<file path="src/rtl/programmable_bus_decoder.sv">
// Programmable 6809 address decoder: NUM_WIN base/mask windows, a 64-byte CSR block,
// an MRDY wait-state stretcher and a sticky unmapped flag. Define DECODER_FAULT_LOG_EN for fault capture.

module programmable_bus_decoder_win #(
  parameter int IDX = 0
) (
  input  logic       clk,
  input  logic       rst_n,
  input  logic       wr_en,
  input  logic [1:0] wr_sel,
  input  logic [7:0] wdata,
  input  logic [7:0] addr_hi,
  input  logic       qual,
  output logic       hit,
  output logic [7:0] base,
  output logic [7:0] mask,
  output logic [7:0] ctrl
);
  localparam logic [7:0] RST_BASE = (IDX == 0) ? 8'h10 : (IDX == 1) ? 8'h30 : 8'h00;
  localparam logic [7:0] RST_MASK = (IDX <= 1) ? 8'hF0 : 8'h00;
  localparam logic [7:0] RST_CTRL = (IDX == 0) ? 8'h80 : (IDX == 1) ? 8'h81 : 8'h00;

  always_ff @(posedge clk or negedge rst_n) begin
    if (!rst_n) begin
      base <= RST_BASE;
      mask <= RST_MASK;
      ctrl <= RST_CTRL;
    end else if (wr_en) begin
      case (wr_sel)
        2'd0:    base <= wdata;
        2'd1:    mask <= wdata;
        2'd2:    ctrl <= wdata;
        default: ;
      endcase
    end
  end

  assign hit = qual && ctrl[7] && ((addr_hi & mask) == (base & mask));
endmodule

module programmable_bus_decoder #(
  parameter int          NUM_WIN   = 4,
  parameter logic [15:0] CSR_BASE  = 16'hA040,
  parameter int          FLASH_WIN = 1
) (
  input  logic               i_clk,
  input  logic               i_reset,
  input  logic [15:0]        i_address,
  input  logic               i_valid,
  input  logic               i_rw,
  input  logic [7:0]         i_wdata,
  input  logic               i_FT_CS,
  output logic [NUM_WIN-1:0] o_ce,
  output logic               o_csr_sel,
  output logic [7:0]         o_csr_rdata,
  output logic               o_ready,
  output logic               o_unmapped
);
  typedef enum logic [1:0] {IDLE, WAIT, HOLD} state_t;

  state_t state, state_nxt;
  logic [2:0] cnt, cnt_nxt, ws;
  logic prev_valid, start, csr_wr, clr, unmapped_start;
  logic [5:0] off;
  logic [NUM_WIN-1:0] hit;
  logic [NUM_WIN-1:0][7:0] base, mask, ctrl;

  assign off            = i_address[5:0];
  assign o_csr_sel      = i_valid && (i_address[15:6] == CSR_BASE[15:6]);
  assign start          = i_valid && !prev_valid;
  assign csr_wr         = start && o_csr_sel && !i_rw;
  assign clr            = csr_wr && (off == 6'h3F);
  assign unmapped_start = start && !o_csr_sel && !(|hit);

  for (genvar g = 0; g < NUM_WIN; g++) begin : g_win
    localparam bit GATED = (g == FLASH_WIN);
    programmable_bus_decoder_win #(.IDX(g)) u_win (
      .clk     (i_clk),
      .rst_n   (i_reset),
      .wr_en   (csr_wr && (off[5:2] == 4'(g))),
      .wr_sel  (off[1:0]),
      .wdata   (i_wdata),
      .addr_hi (i_address[15:8]),
      .qual    (i_valid && i_reset && (GATED ? i_FT_CS : 1'b1)),
      .hit     (hit[g]),
      .base    (base[g]),
      .mask    (mask[g]),
      .ctrl    (ctrl[g])
    );
  end

  // isolate the lowest set hit bit; CSR decode masks every window
  assign o_ce = o_csr_sel ? '0 : (hit & (~hit + NUM_WIN'(1)));

  always_comb begin
    ws = '0;
    for (int i = 0; i < NUM_WIN; i++)
      if (o_ce[i]) ws = ws | ctrl[i][2:0];
  end

  always_ff @(posedge i_clk or negedge i_reset) begin
    if (!i_reset) begin
      prev_valid <= 1'b0;
      o_unmapped <= 1'b0;
    end else begin
      prev_valid <= i_valid;
      if (unmapped_start)  o_unmapped <= 1'b1;
      else if (clr)        o_unmapped <= 1'b0;
    end
  end

`ifdef DECODER_FAULT_LOG_EN
  logic [7:0] fault_hi, fault_lo, fault_cnt;

  always_ff @(posedge i_clk or negedge i_reset) begin
    if (!i_reset) begin
      fault_hi  <= '0;
      fault_lo  <= '0;
      fault_cnt <= '0;
    end else if (unmapped_start) begin
      fault_hi  <= i_address[15:8];
      fault_lo  <= i_address[7:0];
      if (fault_cnt != 8'hFF) fault_cnt <= fault_cnt + 8'd1;
    end else if (clr) begin
      fault_hi  <= '0;
      fault_lo  <= '0;
      fault_cnt <= '0;
    end
  end
`endif

  always_comb begin
    o_csr_rdata = 8'h00;
    if (o_csr_sel && i_rw) begin
      for (int i = 0; i < NUM_WIN; i++) begin
        if (off[5:2] == 4'(i)) begin
          case (off[1:0])
            2'd0:    o_csr_rdata = base[i];
            2'd1:    o_csr_rdata = mask[i];
            2'd2:    o_csr_rdata = ctrl[i];
            default: o_csr_rdata = 8'h00;
          endcase
        end
      end
`ifdef DECODER_FAULT_LOG_EN
      case (off)
        6'h3C:   o_csr_rdata = fault_hi;
        6'h3D:   o_csr_rdata = fault_lo;
        6'h3E:   o_csr_rdata = fault_cnt;
        default: ;
      endcase
`endif
    end
  end

  always_ff @(posedge i_clk or negedge i_reset) begin
    if (!i_reset) begin
      state <= IDLE;
      cnt   <= '0;
    end else begin
      state <= state_nxt;
      cnt   <= cnt_nxt;
    end
  end

  always_comb begin
    state_nxt = state;
    cnt_nxt   = cnt;
    case (state)
      IDLE: if (start) begin
        if ((|o_ce) && (ws != 3'd0)) begin
          state_nxt = WAIT;
          cnt_nxt   = ws;
        end else begin
          state_nxt = HOLD;
        end
      end
      WAIT: begin
        if (!i_valid)          state_nxt = IDLE;
        else if (cnt == 3'd1)  state_nxt = HOLD;
        else                   cnt_nxt   = cnt - 3'd1;
      end
      HOLD:    if (!i_valid) state_nxt = IDLE;
      default: state_nxt = IDLE;
    endcase
  end

  // ready is a pure decode of registered state, so it never glitches
  always_comb begin
    o_ready = (state != WAIT);
  end
endmodule

</file>
<file path="config.mk">
export PLATFORM = sky130hd
export DESIGN_NAME = programmable_bus_decoder
export DESIGN_NICKNAME = d
export VERILOG_FILES = /design/src/rtl/programmable_bus_decoder.sv
export SDC_FILE = /design/constraint.sdc
export NUM_CORES = 1
export LEC_CHECK = 0
export BUFFER_PORTS_ARGS = -buffer_cell sky130_fd_sc_hd__clkbuf_2
export CORE_MARGIN = 3
export CORE_UTILIZATION = 45
export CTS_CLUSTER_SIZE = 25
export DETAILED_ROUTE_END_ITERATION = 8
export PLACE_DENSITY = 0.75
export SLEW_MARGIN = 5
export SYNTH_ARGS = -nofsm -noshare
export SYNTH_HDL_FRONTEND = slang
export SYNTH_SLANG_ARGS = --single-unit
</file>
<file path="constraint.sdc">
create_clock -name i_clk -period 2.55 [get_ports i_clk]
set_input_delay 0.3825 -clock i_clk [delete_from_list [all_inputs] [get_ports i_clk]]
set_output_delay 0.3825 -clock i_clk [all_outputs]
set_load 0.01 [all_outputs]
</file>
==> results.py <==
metrics = {
    "timing": {
        "worst_slew_pin_slew_ps": 550,
        "finalClockSkew_ps": 10.4,
        "maxSlewViolCount": 0,
        "fmax_mhz": 363,
        "setup_viol": 7,
        "final.setup.worst_slack_ps": -203,
        "slew_headroom": 0.624,
        "rsz0062_at_grt": "true",
        "finalCritPeriodShare": 1.08,
        "final_hold_viol_count": 0,
        "min_period_ps": 2750,
    },
    "yosys": {
        "synth_ff_type": "dfrtp_1",
        "synth_top_area_frac": 0.389,
        "yosysSeqAreaShare": 0.453,
        "synth_top_area_cell": "dfrtp_1",
        "ys_types": 54,
        "netlist_area_um2": 5720,
        "synth.area.top_cells": "dfrtp_1 (39%), mux2_2 (18%), dfstp_2 (6.4%)",
        "ys_seq_elements": 103,
        "synth.net_count": 547,
        "synth_edf_count": 0,
        "postSynthAreaPerCell_um2": 11.1,
        "synthArstFlopShare": 1.00,
        "ys_warn_count": 0,
        "synth_cells": 516,
    },
    "setup_path": {
        "crit_path_start_kind": "flip-flop",
        "reg2reg_depth": 8,
        "cp_slowest_stage_delay_ps": 530,
        "critPathKind": "flip-flop to output pin",
        "cp_common_cell": "buf_6",
        "crit_path_max_fanout": 2,
        "path_cells": "xor2_1, a222oi_1, nand4_1, or4b_4, inv_2, buf_6, buf_6",
        "critPathCaptureType": "output pin",
        "arrival_ps": 2370,
        "cp.required_ps": 2170,
        "crit_slowest_cell": "or4b_4",
    },
    "final_layout": {
        "antennaDiodeCount": 0,
        "final_core_util": 0.568,
        "final_cell_mix": "mux2_2 (94), dfrtp_1 (89), buf_4 (62)",
        "drive_above_1_share": 0.438,
        "final_common_cell": "mux2_2",
        "nets": 636,
        "fill_cells": 1076,
        "synthToLayoutAreaGrowth_pct": 21.1,
    },
    "clock_tree": {
        "cts_tree": "built",
        "clock_path_buffers": 2,
        "hold_buffers": 0,
        "numCtsBuffers": 9,
        "htreeDepth": 3,
        "insertion_delay_ps": 360,
        "clkTransAtPathRegs_ps": 70,
        "clock_sinks": 103,
        "root_buffer": "clkbuf_16",
    },
    "pwr": {
        "comb_power_share": 0.073,
        "p_clk_frac": 0.417,
        "p_switching_mw": 0.765,
        "leakagePower_nw": 3.27,
        "p_sw_frac": 0.238,
        "power_density_nw_per_um2": 464,
        "p_int_mw": 2.45,
        "power_frac_seq": 0.510,
        "total_power_mw": 3.22,
        "vdd.ir_drop.worst_mv": 0.554,
    },
    "floorplan": {
        "die_y_um": 119,
        "dieArea_um2": 14100,
        "row_count": 40,
        "start_util": 0.469,
        "die_w_um": 119,
        "ios": 44,
        "core_um2": 12200,
    },
    "detailed_routing": {
        "wl_per_cell_um": 21.1,
        "drt-met1-wl_um": 6720,
        "drt-total-wl_um": 16400,
        "drc": 0,
        "vias": 4590,
        "top_layer": "met4",
        "met3WireLength_um": 1380,
        "via_per_inst": 5.90,
        "route.met2.wl_um": 7820,
        "ant_nets": 0,
        "first_pass_iters": 5,
        "dr.first_iter.drc_count": 394,
    },
    "global_routing": {
        "grt_pass1_wl_um": 25900,
        "first_global_vias": 4734,
        "grt_usage": 0.239,
        "grt_max_degree": 44,
        "overflow": 0,
        "antenna_found_initial": 0,
    },
    "hold_path": {
        "hp-class": "input port to async pin",
    },
    "placed_design": {
        "io_buffers": 43,
        "post-dp-hpwl_um": 12000,
        "place_congestion": 0.979,
    },
    "flow_run": {
        "max-cap-violations": 0,
    },
    "run_status": {
        "violations": "setup timing",
        "outcome": "finished with violations",
    },
}
==> through the flow <==
step,setup TNS [ps],instances,instance area [um^2],worst slack [ps],hold WS [ps]
2_1_floorplan,0,516,5720,56.4,86.9
3_3_place_gp,-1230,754,6470,-180,407
3_5_place_dp,-6200,754,6470,-265,399
4_1_cts,-299,778,6890,-140,15.7
5_1_grt,-2260,778,6930,-244,25.7
6_report,-573,778,6930,-203,14.7
==> repair_timing <==
item | 4_1_cts | 5_1_grt
setup endpoints to repair | 4 | 24
setup buffers | 8 | 0
gates resized for setup | 13 | 9
pin swaps | 11 | 3
endpoints found under the hold margin | 0 | 0
==> cell type report <==
| class | count | area (um^2) | share of cell area |
|---|---|---|---|
| clock buffer | 14 | 274 | 0.0395 |
| clock inverter | 2 | 13.8 | 0.00199 |
| inverter | 9 | 35.0 | 0.00506 |
| multi-input combinational | 370 | 3000 | 0.433 |
| sequential | 103 | 2590 | 0.374 |
| tap | 168 | 210 | 0.0303 |
| timing repair buffer | 112 | 802 | 0.116 |
==> final timing paths <==
| kind | slack (ps) | endpoint | start |
|---|---|---|---|
| setup reg to reg | -190 | cnt[0] | g_win[3].u_win.base[1] |
| hold / removal | 10 | g_win[1].u_win.mask[2] | i_reset |
| max in group asynchronous | 1950 | g_win[1].u_win.base[4] | i_reset |
| min in group i_clk | 440 | g_win[3].u_win.ctrl[0] | i_wdata[0] |
| hold reg to reg | 500 | cnt[1] | cnt[1] |
| setup / recovery | -200 | o_ce[3] | g_win[3].u_win.base[1] |
==> layer usage <==
layer / global-route usage / vias up
li1: - / 2041
met3: 0.0703 / 42
met1: 0.304 / 2295
met2: 0.386 / 212
met4: 0.0898 / 0
met5: 0 / -
==> registers in the layout, summed over array words and instances, names as in the netlist <==
register,flops
cnt,3
g_win.u_win.base,32
g_win.u_win.ctrl,32
g_win.u_win.mask,32
o_unmapped,1
prev_valid,1
state,2
==> power groups by stage <==
stage / combinational, mW / clock, mW / sequential (mW)
finish: 0.236 / 1.34 / 1.64
global route: 0.252 / 1.43 / 1.64
CTS: 0.232 / 1.37 / 1.64
detailed placement: 0.230 / 0 / 1.67
global placement: 0.226 / 0 / 1.67
floorplan: 0.111 / 0 / 1.67
==> cell usage after synthesis, types with 2 or more instances <==
library cell / count
nor3_2: 2
and3_1: 3
and2_1: 4
buf_6: 4
inv_1: 7
nand2_1: 48
a21oi_1: 21
dfstp_2: 14
buf_2: 4
mux2i_1: 32
clkbuf_1: 23
dfrtp_1: 89
xor2_1: 32
o211ai_1: 3
a222oi_1: 3
mux2_2: 94
ha_1: 2
nor2b_1: 2
nor4_1: 3
nor2_2: 9
a31oi_1: 2
a22oi_1: 17
a2111oi_0: 2
o2bb2ai_1: 2
nand4_1: 4
nor3_1: 4
nand2b_1: 4
nor2_1: 6
o21ai_0: 43
nor4b_1: 2
buf_1: 3
nand3_1: 6
==> kinds of logic (layout without fill, tap and decap cells) <==
group                      after synthesis  in the layout  share of synthesized area
AOI/OAI and AO/OA                      105            105                      0.120
xor gates and xnor gates                32             32                     0.0490
adders and majority gates                2              2                    0.00437
buffers and inverters                   43            137                     0.0345
DFF                                    103            103                      0.453
muxes                                  126            126                      0.241
and+or+nand+nor                        105            105                     0.0977
==> critical path: cells and delay by family (launching register included) <==
kind	cells	cell delay [ps]
XOR/XNOR	1	170
AO/OA/AOI/OAI	1	450
AND/OR/NAND/NOR	2	730
flip-flops	1	410
buffers and inverters	3	260
Note: power is estimated with default switching activity, not from simulation.
